[config.mk]
export PLATFORM = sky130hd
export DESIGN_NAME = pipe_stage_latch
export DESIGN_NICKNAME = d
export VERILOG_FILES = /design/src/rtl/pipe_stage_latch.sv
export SDC_FILE = /design/constraint.sdc
export NUM_CORES = 1
export LEC_CHECK = 0
export CAP_MARGIN = 5
export CELL_PAD_IN_SITES_DETAIL_PLACEMENT = 1
export CELL_PAD_IN_SITES_GLOBAL_PLACEMENT = 2
export CORE_MARGIN = 5
export CORE_UTILIZATION = 26
export CTS_CLUSTER_DIAMETER = 40
export DETAILED_ROUTE_END_ITERATION = 7
export PLACE_DENSITY_LB_ADDON = 0.1
export SYNTH_ARGS = -nofsm -noshare
export SYNTH_HDL_FRONTEND = slang
export SYNTH_SLANG_ARGS = --single-unit
[constraint.sdc]
create_clock -name clock -period 1.9 [get_ports clock]
set_input_delay 0.19 -clock clock [delete_from_list [all_inputs] [get_ports clock]]
set_output_delay 0.19 -clock clock [all_outputs]
set_load 0.03 [all_outputs]
[src/rtl/pipe_stage_latch.sv]
// pipe_stage_latch: valid/ready pipeline register stage with a saturating stall counter.
// Define PIPE_LATCH_SKID_EN for a 2-deep main+skid build whose in_ready is a flop output.
module pipe_stage_latch #(
   parameter int PC_W = 32,
   parameter int INSTR_W = 32,
   parameter int DATA_W = 32,
   parameter int NUM_OPS = 2,
   parameter logic [INSTR_W-1:0] NOP_INSTR = '0
) (
   input  logic                      clock,
   input  logic                      res,
   input  logic                      flush,
   input  logic                      in_valid,
   output logic                      in_ready,
   input  logic [PC_W-1:0]           in_pc,
   input  logic [INSTR_W-1:0]        in_instr,
   input  logic [NUM_OPS*DATA_W-1:0] in_ops,
   output logic                      out_valid,
   input  logic                      out_ready,
   output logic [PC_W-1:0]           out_pc,
   output logic [INSTR_W-1:0]        out_instr,
   output logic [NUM_OPS*DATA_W-1:0] out_ops,
   output logic [15:0]               stall_cnt
);
   localparam int OPS_W = NUM_OPS * DATA_W;
   logic               m_valid_q, m_valid_d;
   logic [PC_W-1:0]    m_pc_q, m_pc_d;
   logic [INSTR_W-1:0] m_instr_q, m_instr_d;
   logic [OPS_W-1:0]   m_ops_q, m_ops_d;
   logic [15:0]        stall_q, stall_d;
   logic               in_xfer;
   assign out_valid = m_valid_q;
   assign out_pc    = m_valid_q ? m_pc_q : '0;
   assign out_instr = m_valid_q ? m_instr_q : NOP_INSTR;
   assign out_ops   = m_valid_q ? m_ops_q : '0;
   assign stall_cnt = stall_q;
   assign in_xfer   = in_valid && in_ready;
   always_comb
      stall_d = flush ? 16'd0 :
                (m_valid_q && !out_ready && stall_q != 16'hFFFF) ? stall_q + 16'd1 : stall_q;
   always_ff @(posedge clock or negedge res)
      if (!res) begin
         m_valid_q <= 1'b0;
         m_pc_q    <= '0;
         m_instr_q <= NOP_INSTR;
         m_ops_q   <= '0;
         stall_q   <= 16'd0;
      end else begin
         m_valid_q <= m_valid_d;
         m_pc_q    <= m_pc_d;
         m_instr_q <= m_instr_d;
         m_ops_q   <= m_ops_d;
         stall_q   <= stall_d;
      end
`ifdef PIPE_LATCH_SKID_EN
   logic               s_valid_q, s_valid_d;
   logic [PC_W-1:0]    s_pc_q, s_pc_d;
   logic [INSTR_W-1:0] s_instr_q, s_instr_d;
   logic [OPS_W-1:0]   s_ops_q, s_ops_d;
   assign in_ready = !s_valid_q;
   always_comb begin
      m_valid_d = m_valid_q;
      m_pc_d    = m_pc_q;
      m_instr_d = m_instr_q;
      m_ops_d   = m_ops_q;
      s_valid_d = s_valid_q;
      s_pc_d    = s_pc_q;
      s_instr_d = s_instr_q;
      s_ops_d   = s_ops_q;
      if (flush) begin
         m_valid_d = 1'b0;
         s_valid_d = 1'b0;
      end else if (m_valid_q && !out_ready) begin
         // main is stalled: a new entry can only park in skid
         if (in_xfer) begin
            s_valid_d = 1'b1;
            s_pc_d    = in_pc;
            s_instr_d = in_instr;
            s_ops_d   = in_ops;
         end
      end else if (s_valid_q) begin
         m_valid_d = 1'b1;
         m_pc_d    = s_pc_q;
         m_instr_d = s_instr_q;
         m_ops_d   = s_ops_q;
         s_valid_d = 1'b0;
      end else begin
         m_valid_d = in_xfer;
         if (in_xfer) begin
            m_pc_d    = in_pc;
            m_instr_d = in_instr;
            m_ops_d   = in_ops;
         end
      end
   end
   always_ff @(posedge clock or negedge res)
      if (!res) begin
         s_valid_q <= 1'b0;
         s_pc_q    <= '0;
         s_instr_q <= NOP_INSTR;
         s_ops_q   <= '0;
      end else begin
         s_valid_q <= s_valid_d;
         s_pc_q    <= s_pc_d;
         s_instr_q <= s_instr_d;
         s_ops_q   <= s_ops_d;
      end
`else
   assign in_ready = !m_valid_q || out_ready;
   always_comb begin
      m_valid_d = m_valid_q;
      m_pc_d    = m_pc_q;
      m_instr_d = m_instr_q;
      m_ops_d   = m_ops_q;
      if (flush)
         m_valid_d = 1'b0;
      else if (in_xfer) begin
         m_valid_d = 1'b1;
         m_pc_d    = in_pc;
         m_instr_d = in_instr;
         m_ops_d   = in_ops;
      end else if (m_valid_q && out_ready)
         m_valid_d = 1'b0;
   end
`endif
endmodule

### Word level (Yosys, flattened, before mapping)

Cells that the tools add are included.

| operators by class | value |
|---|---|
| add/sub/neg operators | 1 |
| $mul | 0 |
| divide/modulo/power cells | 0 |
| magnitude comparators | 0 |
| equal/unequal tests | 1 |
| shift operators | 0 |
| multiplexer cells | 8 |
| bitwise logic cells | 1 |
| reductions and logical operators | 10 |

Operator list:

| cell | number |
|---|---|
| $mux W32 | 2 |
| $mux W64 | 1 |
| $mux W16 | 2 |
| $add A16 B1 Y16 const B | 1 |
| $ne A16 B16 Y1 const B | 1 |
| $logic_and A1 B1 Y1 | 4 |
| $mux W1 | 3 |
| $reduce_bool A3 Y1 | 1 |
| $logic_not A1 Y1 | 2 |
| $reduce_and A2 Y1 | 1 |
| $reduce_bool A2 Y1 | 1 |
| $logic_or A1 B1 Y1 | 1 |
| $not A1 Y1 | 1 |

| storage, ports and cells | value |
|---|---|
| register bits after elaboration | 145 |
| latch bits | 0 |
| bits in writable memories | 0 |
| memory bits (read-only) | 0 |
| bits of input ports | 133 |
| word-level logic and storage cells | 26 |
| memories | 0 |

### Logic depth before layout (Yosys ltp)

Gate-level depths: netlist of run 1.

| logic depth | value |
|---|---|
| depth in word-level cells | 5 |
| mapped depth | 7 |

### Least setup slack after synthesis of run 1

No wires, ideal clock.

| timing | value |
|---|---|
| path type | flip-flop to flip-flop |
| from | register stall_q[0], in the netlist stall_cnt[0] |
| to | register stall_q[10], in the netlist stall_cnt[10] |
| data arrival time | 1.843 ns |
| slack | -0.021 ns |
| cell stages (with the launch flop) | 6 |
| clock period less this slack | 1.921 ns |
| cells stage by stage | dfrtp_1 -> ha_1 -> nand4_1 -> or3_4 -> or4_1 -> a21oi_1 |

| between the ends | value |
|---|---|
| word-level cells in the longest chain between the ends | 3 |
| elaborated cells on any way between the ends | 6 |
| those cells by class | 1 x add/sub; 1 x eq/ne; 2 x mux; 2 x reduce/logical |

Ends and longest elaborated chain:

| what | line | source |
|---|---|---|
| start, declared | 30 | `logic [15:0] stall_q, stall_d;` |
| start signal, assigned | 53 | `stall_q <= stall_d;` |
| $add A16 B1 Y16 or $ne A16 B16 Y1 (tied branches) | 40 | `(m_valid_q && !out_ready && stall_q != 16'hFFFF) ? stall_q + 16'd1 : stall_q;` |
| $mux W16 or $logic_and A1 B1 Y1 (tied branches) | 40 |  |
| $mux W16 or $reduce_bool A2 Y1 (tied branches) | -- |  |

Several ways; a longest one is shown, not always the timed one. The select of a mux whose other input is x is not followed.
A chain may end at the register's enable or synchronous reset.

### Worst setup path after layout of run 1

| timing | value |
|---|---|
| from | register stall_q[0], in the netlist stall_cnt[0] |
| to | register stall_q[11], in the netlist stall_cnt[11] |

The elaborated chain is that of the path after synthesis.

==> results of run 1 <==
## flip-flops by register name, summed over array words and instances (netlist names)
register / count
stall_cnt: 16
m_instr_q: 32
m_pc_q: 32
m_ops_q: 64
out_valid: 1
## critical path: cells and delay by family, from the launching register on
| kind | cells | cell delay [ps] |
|---|---|---|
| buffers and inverters | 2 | 320 |
| AOI/OAI and AO/OA | 1 | 180 |
| DFF | 1 | 440 |
| and+or+nand+nor | 3 | 650 |
| adders and majority gates | 1 | 180 |
## Yosys cell counts
library cell / number / area, µm²
clkbuf_1: 15 / 56.3
or2_2: 1 / 6.26
o21ai_1: 4 / 20.0
o41ai_1: 2 / 17.5
inv_2: 1 / 3.75
or3_4: 1 / 11.3
nor2b_1: 1 / 6.26
nor2_1: 4 / 15.0
mux2_1: 121 / 1360
and4b_1: 1 / 10.0
or4_1: 7 / 52.6
nand4_1: 6 / 37.5
dfrtp_1: 145 / 3630
nand3b_1: 1 / 7.51
nand3_1: 5 / 25.0
and2b_2: 1 / 8.76
o31ai_1: 7 / 52.6
or3_1: 4 / 25.0
ha_1: 1 / 12.5
nor4_1: 1 / 6.26
nand2_1: 5 / 18.8
buf_2: 16 / 80.1
buf_1: 1 / 3.75
and2_1: 129 / 807
o21ai_0: 2 / 10.0
a21oi_1: 13 / 65.1
buf_4: 1 / 7.51
and3_1: 2 / 12.5
o311ai_0: 2 / 17.5
and4_1: 2 / 17.5
mux2_2: 8 / 90.1
nor4_2: 1 / 12.5
inv_1: 4 / 15.0
## routing by layer
metal  vias to the layer above  global-route usage  routed length [µm]  share of wire
li1                       2341                   -                   -              -
met1                      2528               0.183                8870           0.42
met2                       168               0.243               10400           0.49
met3                        20              0.0486                1550          0.073
met4                         0              0.0402                 288          0.014
met5                         -                   0                   0              0
## power breakdown
group / internal, mW / switching (mW) / total [mW] / leakage [nW]
Combinational: 0.963 / 0.982 / 1.94 / 2.46
Clock: 2.10 / 1.34 / 3.44 / 0.286
Sequential: 3.56 / 0.196 / 3.75 / 1.74
Total: 6.62 / 2.51 / 9.13 / 4.48
## cell type report
class                   count  share of cell area
multi-input cells         332               0.269
inverters                   5             0.00183
well taps                 330              0.0403
flip-flops and latches    145               0.355
clock inverters            12              0.0154
repair buffers            301               0.275
clock buffers              19              0.0432
## cell families after synthesis
logic type | after synthesis | synth area share
AOI/OAI and AO/OA | 30 | 0.0280
and+or+nand+nor | 172 | 0.166
buffers and inverters | 38 | 0.0255
DFF | 145 | 0.556
adders and majority gates | 1 | 0.00192
muxes | 129 | 0.223
## worst max-delay path by stage
| stage | from | endpoint | slack [ps] | depth (start not counted) |
|---|---|---|---|---|
| floorplan | out_valid$_DFFE_PN0P_ | m_instr_q[18]$_DFFE_PN0P_ | 30 | 6 |
| global placement | out_ready | m_pc_q[23]$_DFFE_PN0P_ | -90 | 6 |
| detailed placement | out_ready | m_instr_q[31]$_DFFE_PN0P_ | -120 | 6 |
| CTS | stall_cnt[0]$_DFFE_PN0P_ | stall_cnt[10]$_DFFE_PN0P_ | -1 | 5 |
| global route | stall_cnt[0]$_DFFE_PN0P_ | stall_cnt[5]$_DFFE_PN0P_ | -10 | 7 |
| finish | stall_cnt[0]$_DFFE_PN0P_ | stall_cnt[11]$_DFFE_PN0P_ | 60 | 7 |
## repair_timing
item                       4_1_cts  5_1_grt
resized for setup                2        7
buffers inserted                 1        1
hold endpoints to repair        36        0
hold buffers                     1        0
pin swaps                        2        2
setup endpoints to repair        1       96
gates cloned                     0        1
## per-stage QoR
step,TNS (ps),instances
finish,0,1144
global placement,-8150,1109
floorplan,0,515
detailed placement,-10100,1109
CTS,-1.12,1142
global route,-18.7,1144
==> impl_metrics.yaml, run 1 <==
outcome:
  run_status: "finished clean"
critical_path:
  r2r-start: "stall_cnt[0]$_DFFE_PN0P_"
  critical_path_class: "flip-flop to flip-flop"
  cp_slowest_stage_delay_ps: 480
  rr_worst_depth: 7
  crit_slowest_cell: "or4_1"
  reg2reg_slack_ps: 60
  required_ps: 2230
  crit_fanout: 6
  endpoint_kind: "flip-flop"
  cp_common_cell: "buf_4"
  worstSetupStartpointType: "flip-flop"
  crit_chain: "ha_4, nand4_1, buf_4, nor4_4, buf_4, or4_1, a21oi_1"
  r2r-end: "stall_cnt[11]$_DFFE_PN0P_"
  crit_arrival_ps: 2180
logic_synthesis:
  syn_avg_cell_area_um2: 12.7
  ys_warn_count: 0
  syn-cell-area_mm2: 0.00652
  seq_area_frac_synth: 0.556
  synth-seq-cells: 145
  synthDistinctLibCells: 33
  synthesis.nets: 649
  synthCells: 515
global_routing:
  grt_usage: 0.146
  overflow: 0
  grt_max_degree: 130
  grt_antenna_before_repair: 0
  grt_pass1_vias: 5645
  grt_pass1_wl_mm: 32.7
power:
  totalPowerFinal_mw: 9.13
  leakage_nw: 4.48
  p_per_area_mw_per_mm2: 892
  vdd_drop_max_mv: 0.441
die:
  fp.dieW_um: 168
  die-height_um: 168
  ios: 279
  design.core.area_mm2: 0.0250
  initial_core_util: 0.261
  num_rows: 58
  die_area_mm2: 0.0284
clock_network:
  clk_latency_ps: 410
  h-tree-depth: 4
  cts_buffer_depth: 2
  clk_pin_slew_ps: 60
  numCtsBuffers: 17
  cts_tree: "built"
  cts.sinks: 145
  cts_root_buf: "clkbuf_16"
timing:
  setup_slack_ps: 55.8
  rsz0062_at_grt: "true"
  clock_skew_ps: 7.43
  period_share: 0.971
  fmaxAchievable_mhz: 542
  final-hold-violation-count: 0
  drv_slew: 0
  finalSetupViolCount: 0
  holdWs_ps: 265
  slew_headroom: 0.711
  fin_crit_ps: 1840
  tightest_slew_ps: 433
drt:
  vias: 5057
  dr.pass1.iters: 4
  drc: 0
  drt-total-wl_mm: 21.1
  drt.antenna.violating_nets: 0
  vias_per_cell: 4.42
  avgRoutedWirePerCell_um: 18.4
  drt_iter0_drc: 172
finish:
  stdcell_area_mm2: 0.0102
  antenna_cells: 0
  fill_cells: 2687
  fin_util: 0.410
  drive_above_1_share: 0.248
  final_nets: 936
  multi_input_area_mm2: 0.00276
  final_common_cell: "clkdlybuf4s50_1"
  final_cell_mix: "clkdlybuf4s50_1, dfrtp_1, buf_4"
  area_growth_pct: 57.1
  final-seq-area_mm2: 0.00363
placement:
  place_ws_ps: -123
  dpl_cell_area_mm2: 0.00955
  hpwl_mm: 15.3
  gp_congestion: 0.748
  port_buffers: 278
run:
  max_cap_viol_count: 0
worst_hold_path:
  hp-class: "input port to async pin"
Power figures use the tool's default switching activity.
==> run 2, diff against run 1 <==
--- a/config.mk
+++ b/config.mk
@@ -8,7 +8,7 @@
 export CAP_MARGIN = 5
 export CELL_PAD_IN_SITES_DETAIL_PLACEMENT = 1
 export CELL_PAD_IN_SITES_GLOBAL_PLACEMENT = 2
-export CORE_MARGIN = 5
+export CORE_MARGIN = 4
 export CORE_UTILIZATION = 26
 export CTS_CLUSTER_DIAMETER = 40
 export DETAILED_ROUTE_END_ITERATION = 7
==> run 2 against run 1 <==
Largest power group unchanged. Largest cell class unchanged. Critical path depth is 6 lower. First-iteration DRC count is 16% higher. Flip-flop and latch count stayed put. Highest routed layer is now met5. Non-clock buffer count is 2 higher. Combinational power hardly changed. Clock power is 8.1% lower. Sequential power hardly changed. Register-to-register slack better by 30 ps. Global-route usage is 0.12 points higher. Total power is 3.0% lower. Die area is 2.4% lower.
==> impl_metrics.yaml, run 2 (synthesis results as in run 1) <==
outcome:
  run_status: "finished clean"
worst_hold_path:
  hp-class: "input port to async pin"
timing:
  drv_slew: 0
  slew_headroom: 0.715
  holdWs_ps: 266
  clock_skew_ps: 10.7
  final-hold-violation-count: 0
  tightest_slew_ps: 428
  fin_crit_ps: 1820
  period_share: 0.955
  finalSetupViolCount: 0
  fmaxAchievable_mhz: 551
critical_path:
  path_delay_family: "buffers and inverters"
  crit_arrival_ps: 1630
  crit_chain: "clkdlybuf4s50_1"
  crit_slowest_cell: "clkdlybuf4s50_1"
  cp_slowest_stage_delay_ps: 740
  worstSetupStartpointType: "flip-flop"
  critical_path_class: "flip-flop to output port"
  endpoint_kind: "output port"
  crit_buf_inv: 1
  crit_fanout: 7
  required_ps: 1710
global_routing:
  grt_max_degree: 107
  grt_pass1_vias: 5582
  overflow: 0
  grt_pass1_wl_mm: 32.3
  grt_antenna_before_repair: 2
  grt_usage: 0.148
placement:
  gp_congestion: 0.748
  hpwl_mm: 15.3
  port_buffers: 278
finish:
  area_growth_pct: 56.0
  reg_top3: "m_ops_q (64), m_instr_q (32), m_pc_q (32)"
  final_cell_mix: "clkdlybuf4s50_1, dfrtp_1, buf_4"
  drive_above_1_share: 0.252
  final_nets: 938
  regMostFlops: "m_ops_q"
  fin_util: 0.415
  fill_cells: 2639
  largest_reg_flops: 64
  final_common_cell: "clkdlybuf4s50_1"
clock_network:
  clk_latency_ps: 420
  cts_tree: "built"
  clk_pin_slew_ps: 70
  cts.sinks: 145
  numCtsBuffers: 17
  cts_buffer_depth: 2
  cts_root_buf: "clkbuf_16"
  h-tree-depth: 4
die:
  die_area_mm2: 0.0277
  num_rows: 57
  initial_core_util: 0.266
  design.core.area_mm2: 0.0245
  fp.dieW_um: 166
  die-height_um: 166
  ios: 279
drt:
  drt_iter0_drc: 199
  avgRoutedWirePerCell_um: 18.6
  dr.pass1.iters: 4
  drt.antenna.violating_nets: 0
  vias: 5122
  drc: 0
  drt-total-wl_mm: 21.2
  vias_per_cell: 4.48
power:
  vdd_drop_max_mv: 0.459
  p_per_area_mw_per_mm2: 871
  leakage_nw: 4.42
run:
  max_cap_viol_count: 0
## run 2: cell types whose count changed in the layout (fill, tap and decap cells not counted), sizes merged
cell	change
inv	+1
clkdlybuf4s50	+1
buf	+1
clkbuf	+1
diode	+3
clkinvlp	+3
dlymetal6s2s	-2
bufinv	-3
dlygate4sd2	+1
## run 2: area by class of cell
class	instances	area, µm²	share of cell area
Antenna cell	3	7.51	0.000738
Multi-Input combinational cell	332	2760	0.271
Inverter	5	18.8	0.00185
Clock buffer	19	453	0.0445
Sequential cell	145	3630	0.357
Tap cell	324	405	0.0399
Timing Repair Buffer	303	2800	0.275
Clock inverter	13	103	0.0101
## run 2: per-stage QoR
step	TNS [ps]	total power, mW	worst slack, ps	area (µm²)	std cells
2_1_floorplan	0	4.79	30.3	6530	515
3_3_place_gp	-8690	5.70	-131	9530	1104
3_5_place_dp	-11630	5.78	-159	9530	1104
4_1_cts	0	9.02	27.9	10100	1137
5_1_grt	-3.63	9.34	-3.63	10200	1142
6_report	0	8.86	84.8	10200	1144
## run 2: report_power, final
| group | total, mW | switching [mW] | internal [mW] | leakage, nW |
|---|---|---|---|---|
| sequential | 3.75 | 0.198 | 3.56 | 1.74 |
| combinational | 1.95 | 0.991 | 0.960 | 2.43 |
| clock | 3.16 | 1.40 | 1.75 | 0.255 |
## run 2: path summary, 6_finish.rpt
path	slack (ps)	cells after the start	endpoint	startpoint
worst max-delay path	80	1	stall_cnt[9]	stall_cnt[9]$_DFFE_PN0P_
worst min-delay path	270	2	m_instr_q[14]$_DFFE_PN0P_	res
worst max register to register	90	5	stall_cnt[10]$_DFFE_PN0P_	stall_cnt[0]$_DFFE_PN0P_
worst min register to register	480	1	m_ops_q[41]$_DFFE_PN0P_	m_ops_q[41]$_DFFE_PN0P_
max in group asynchronous	980	3	m_ops_q[54]$_DFFE_PN0P_	res
min in group clock	350	2	m_ops_q[43]$_DFFE_PN0P_	in_ops[43]
## run 2: metal layers
metal	vias up	part of all wire	global-route usage
li1	2354	-	-
met1	2575	0.42	0.178
met2	171	0.50	0.249
met3	20	0.069	0.0571
met4	2	0.014	0.0384
met5	-	0.00061	0
## run 2: repair_timing
item                                   in CTS  in global routing
gates cloned                                0                  1
endpoints found under the hold margin      34                  0
setup endpoints to repair                   2                 58
setup buffers                               0                  3
hold buffers                                1                  0
pin swaps                                   0                  2
resized for setup                           2                  7
